File: src/rtl/shift_rr_arbiter.sv
// shift_rr_arbiter: two valid/ready requesters share one right-shift datapath.
// A round-robin arbiter grants at most one request per cycle. The shifted
// result is held in a single output register and returned on a valid/ready
// response channel, tagged with the ID of the requester that produced it.
module shift_rr_arbiter #(
   parameter int NBITS = 4
) (
   input  logic             clk,
   input  logic             rst,
   input  logic             req0_valid,
   output logic             req0_ready,
   input  logic [NBITS-1:0] req0_a,
   input  logic [NBITS-1:0] req0_b,
   input  logic             req0_arith,
   input  logic             req1_valid,
   output logic             req1_ready,
   input  logic [NBITS-1:0] req1_a,
   input  logic [NBITS-1:0] req1_b,
   input  logic             req1_arith,
   output logic             rsp_valid,
   input  logic             rsp_ready,
   output logic [NBITS-1:0] rsp_data,
   output logic             rsp_id
);

   // Output register occupancy; FULL is the same thing as rsp_valid.
   localparam logic [0:0] ST_EMPTY = 1'b0;
   localparam logic [0:0] ST_FULL  = 1'b1;

   logic [0:0]       state_reg, state_next;
   logic             ptr_reg, ptr_next;
   logic [NBITS-1:0] data_reg, data_next;
   logic             id_reg, id_next;

   logic             can_accept;
   logic             any_valid;
   logic             grant_sel;
   logic             accept;

   logic [NBITS-1:0] sel_a;
   logic [NBITS-1:0] sel_b;
   logic             sel_arith;
   logic             fill_bit;
   logic [NBITS-1:0] shift_result;

   // stage[i] is the operand after the first i amount bits have been applied
   logic [NBITS-1:0] stage [0:NBITS];

   // Capacity: the output register can take a new result when it is empty
   // or when its current result leaves in this same cycle.
   assign can_accept = (state_reg == ST_EMPTY) || rsp_ready;
   assign any_valid  = req0_valid || req1_valid;
   assign accept     = can_accept && any_valid;

   // Grant: a lone requester wins outright; on a tie the pointer decides.
   always_comb begin
      grant_sel = 1'b0;
      if (req0_valid && req1_valid) begin
         grant_sel = ptr_reg;
      end else if (req1_valid) begin
         grant_sel = 1'b1;
      end
   end

   assign req0_ready = can_accept && req0_valid && (grant_sel == 1'b0);
   assign req1_ready = can_accept && req1_valid && (grant_sel == 1'b1);

   // Route the granted requester's operands into the shared shifter.
   always_comb begin
      sel_a     = req0_a;
      sel_b     = req0_b;
      sel_arith = req0_arith;
      if (grant_sel) begin
         sel_a     = req1_a;
         sel_b     = req1_b;
         sel_arith = req1_arith;
      end
   end

   assign fill_bit = sel_arith & sel_a[NBITS-1];
   assign stage[0] = sel_a;

   // Logarithmic shifter: stage gi shifts right by 2^gi when amount bit gi
   // is set. Stages whose distance reaches NBITS flush the word to fill.
   generate
      for (genvar gi = 0; gi < NBITS; gi++) begin : gen_stage
         localparam int SH = (gi >= 30) ? NBITS :
                             (((1 << gi) > NBITS) ? NBITS : (1 << gi));
         if (SH >= NBITS) begin : gen_flush
            assign stage[gi+1] = sel_b[gi] ? {NBITS{fill_bit}} : stage[gi];
         end else begin : gen_shift
            assign stage[gi+1] = sel_b[gi] ?
                                 {{SH{fill_bit}}, stage[gi][NBITS-1:SH]} :
                                 stage[gi];
         end
      end
   endgenerate

   assign shift_result = stage[NBITS];

   // Next-state logic for occupancy, result register and priority pointer.
   always_comb begin
      state_next = state_reg;
      ptr_next   = ptr_reg;
      data_next  = data_reg;
      id_next    = id_reg;
      unique case (state_reg)
         ST_EMPTY: begin
            if (accept) begin
               state_next = ST_FULL;
            end
         end
         ST_FULL: begin
            if (rsp_ready && !accept) begin
               state_next = ST_EMPTY;
            end
         end
         default: state_next = ST_EMPTY;
      endcase
      if (accept) begin
         data_next = shift_result;
         id_next   = grant_sel;
         // The loser of this cycle gets priority on the next tie.
         ptr_next  = ~grant_sel;
      end
   end

   // State registers; reset discards any pending result and rearms req0 priority.
   always_ff @(posedge clk or posedge rst) begin
      if (rst) begin
         state_reg <= ST_EMPTY;
         ptr_reg   <= 1'b0;
         data_reg  <= '0;
         id_reg    <= 1'b0;
      end else begin
         state_reg <= state_next;
         ptr_reg   <= ptr_next;
         data_reg  <= data_next;
         id_reg    <= id_next;
      end
   end

   assign rsp_valid = (state_reg == ST_FULL);
   assign rsp_data  = data_reg;
   assign rsp_id    = id_reg;

endmodule

File: config.mk
export PLATFORM = sky130hd
export DESIGN_NAME = shift_rr_arbiter
export DESIGN_NICKNAME = d
export VERILOG_FILES = /design/src/rtl/shift_rr_arbiter.sv
export SDC_FILE = /design/constraint.sdc
export NUM_CORES = 1
export LEC_CHECK = 0
export BUFFER_PORTS_ARGS = -buffer_cell sky130_fd_sc_hd__clkbuf_2
export CORE_UTILIZATION = 43
export DETAILED_ROUTE_END_ITERATION = 12
export HOLD_SLACK_MARGIN = 0.15
export PLACE_DENSITY_LB_ADDON = 0.25
export SYNTH_ARGS = -nofsm -noshare
export SYNTH_HDL_FRONTEND = slang
export SYNTH_SLANG_ARGS = --single-unit
File: constraint.sdc
create_clock -name clk -period 1.58 [get_ports clk]
set_input_delay 0.237 -clock clk [delete_from_list [all_inputs] [get_ports clk]]
set_output_delay 0.237 -clock clk [all_outputs]
set_load 0.02 [all_outputs]
After elaboration in Yosys (flattened, before gate mapping) --
Cells that the tools add are included.
Cells by class: bitwise operators 3, muxes and demuxes 12, reduce and logical (&&, ||, !) cells 10
Operators by type and width (count):
- 4-bit two-way mux | 6
- 1-bit logical AND | 7
- 1-bit two-way mux | 5
- 1-bit logical OR | 2
- 1-bit NOT | 2
- 1-bit one-hot mux with 2 select lines | 1
- 1-bit bitwise AND | 1
- 1-bit logical NOT | 1
Word-level totals: input bits 23, output and inout bits 8, bits in registers 7, logic and storage cells 29

Depth between registers and ports, before layout --
word-level depth 8, mapped depth 4, depth with buffers taken out 4

Worst setup path before layout --
Ideal clock, no wire load.
path type register -> output, start point reg state_reg, in the netlist rsp_valid, end point out req1_ready, setup slack 0.195 ns, stages on the path, launching flop included 4, data arrival time 1.148 ns, buffers on the path 0, data required time 1.343 ns, path through dfrtp_1 > nand2b_1 > o21ai_0 > nor2_1
On the way: longest elaborated chain between the ends 4
RTL lines:
- start: declaration | line 30 | logic [0:0] state_reg, state_next;
- start signal: assignment | line 136 | state_reg <= state_next;
- 1-bit NOT
- 1-bit logical OR | line 51 | assign can_accept = (state_reg == ST_EMPTY) || rsp_ready;
- 1-bit logical AND (2 in a row) | line 66 | assign req1_ready = can_accept && req1_valid && (grant_sel == 1'b1);
- end: declaration | line 16 | output logic req1_ready,
No other way between the ends.

Final worst setup path --
Ends and elaborated chain as after synthesis.

==> run metrics <==
status=finished clean; crit end category=output pin; initial antenna violation count=0; fin. max-slew vios=0; Area Overhead vs Synth=40.5%; drt wl/cell=roughly 14 µm; antenna diode count=0; Synth area leader=dfrtp_1; clk root buf=clkbuf_4; Total GRT Usage=0.253; CTS sink count=7; final period utilization=0.984; CP Launch Type=flop; fill cell count=approximately 130; Max-Cap Viols=0; Placer Congestion=approximately 0.85; Data required, critical path=around 1.3 ns; GRT Residual Overflow=0; H-tree levels=1; Syn Area/Cell=~8.5 µm²; Vias per Instance=between 5 and 6; Mapped Nets=93; Final min period=about 1.6 ns; share of the synthesized area in the top cell type=0.294; critical path class=reg2out; vias in the first global route=roughly 640; Initial Util=0.459; worst min-delay path category=in2reg; DRC errors left=0; Syn Inst Count=70; Power Density=around 760 mW/mm²; clock slew at reported path FFs=around 0.06 ns; via count=~720; global-route wire length before repair=~2.6 mm; P_leak=about 0.00040 µW; Clock Path Buffers=2; CP arrival=1.32 ns; DP HPWL=between 1 and 1.5 mm; count of final setup violators=0; CTS tree=built; Yosys reg bits=7; Die Span Y=approximately 39 µm; Peak supply drop=between 0.4 and 0.5 mV; port bufs=30; drt initial violations=27; most frequent cells in the layout=clkbuf_2, nor2_1, dfrtp_1; clk_skew=0.00903 ns; Max-slew headroom=0.695; max reg flops=4; Pre-antenna DRT Iters=6; post-synthesis sequential area ratio=0.294; Core Region=roughly 0.0013 mm²; FMAX=between 600 and 700 MHz; worst-margin pin slew=about 0.45 ns; most common cell after layout, fill and taps aside=clkbuf_2; chip width=about 40 µm; ratio of cells with drive above 1 in the final layout=0.454; pin count of the biggest net entering global routing=9; Num CTS Buffers=3; CP Max Fanout=3; total wire length=about 1.7 mm; WHS=0.253 ns; Ys Warns=0; worst skew pair latency=around 0.26 ns; final hold vios=0; post-route ant nets=0; post-synth design cell area=597 µm²; Final #Nets=approximately 130; most area-consuming cells after synthesis=dfrtp_1, nor2_1, mux2i_1; Synth cell types=31; I/O pins=31; row cnt=13; area of the multi-input gates=roughly 410 µm²; die area=0.00154 mm²; sequential cell area=175 µm²; final core occ=0.644
==> logic make-up (layout without fill, tap and decap cells) <==
| family | Yosys count | after routing | share of synthesized area |
|---|---|---|---|
| AND/OR/NAND/NOR | 33 | 33 | 0.296 |
| AO/OA/AOI/OAI | 19 | 19 | 0.254 |
| flip-flops | 7 | 7 | 0.294 |
| multiplexers | 6 | 6 | 0.126 |
| buffers and inverters | 5 | 43 | 0.0314 |
==> timing repair <==
item / in CTS / in global routing
gates cloned: 0 / 0
setup endpoints to repair: 1 / 2
hold buffers: 1 / 0
endpoints found under the hold margin: 7 / 0
buffers inserted: 0 / 1
resized for setup: 1 / 5
pin swaps: 0 / 2
==> worst max-delay path: stages, from the launching register on <==
cell and delay [ns]:
dfrtp_1 0.38, nand2b_1 0.11, o21ai_0 0.19, nor2_2 0.20, buf_4 0.17
==> final timing paths <==
kind / startpoint / end / slack (ns) / cells after the start
worst max-delay path: rsp_valid / req1_ready / 0.03 / 4
worst min-delay path: req0_valid / rsp_valid / 0.25 / 3
worst max register to register: ptr_reg / rsp_data[3] / 0.19 / 4
worst min register to register: rsp_data[3] / rsp_data[3] / 0.49 / 2
max in group asynchronous: rst / rsp_id / 0.89 / 3
min in group asynchronous: rst / ptr_reg / 0.46 / 3
==> power by group <==
part	internal, µW	switching (µW)	total [µW]
clock network	96.8	72.5	169
registers	205	13.2	218
logic	105	142	247
==> cells in the mapped netlist <==
cell type / count
nor2_1: 10
dfrtp_1: 7
nand2_1: 6
nor3_1: 5
inv_1: 4
a21oi_1: 3
a31oi_1: 3
mux2i_1: 3
nand3_1: 3
mux2_2: 2
nand2b_1: 2
o2111ai_1: 2
o21ai_0: 2
a211o_1: 1
a211oi_1: 1
a21boi_0: 1
a21o_1: 1
a221oi_1: 1
and2b_2: 1
inv_2: 1
mux4_2: 1
nand2b_2: 1
nor2_2: 1
nor2b_1: 1
nor3_4: 1
nor4_1: 1
o221ai_1: 1
o221ai_2: 1
o311a_1: 1
o41ai_2: 1
or3_4: 1
==> final cells by class <==
type | instances | area share
Multi-Input combinational cell | 58 | 0.494
Timing Repair Buffer | 34 | 0.221
Sequential cell | 7 | 0.209
Clock buffer | 4 | 0.0313
Inverter | 5 | 0.0224
Tap cell | 15 | 0.0224
==> stage by stage <==
| step | power [µW] | cells | instance area, µm² | worst slack (ns) | TNS (ns) |
|---|---|---|---|---|---|
| final | 635 | 123 | 838 | 0.0260 | 0 |
| after CTS | 626 | 122 | 820 | 0.00310 | 0 |
| after detailed placement | 453 | 117 | 781 | 0.219 | 0 |
| after global placement | 447 | 117 | 781 | 0.233 | 0 |
| after global routing | 674 | 123 | 838 | -0.0416 | -0.0645 |
| after floorplan | 357 | 70 | 597 | 0.195 | 0 |
==> layer usage <==
| metal | global-route usage | share of wire | up-vias |
|---|---|---|---|
| met5 | 0 | 0 | - |
| met4 | 0.0862 | 0.0052 | 0 |
| met3 | 0.0966 | 0.062 | 2 |
| met2 | 0.429 | 0.54 | 36 |
| met1 | 0.286 | 0.39 | 332 |
| li1 | - | - | 345 |
(Power assumes the default switching activity.)
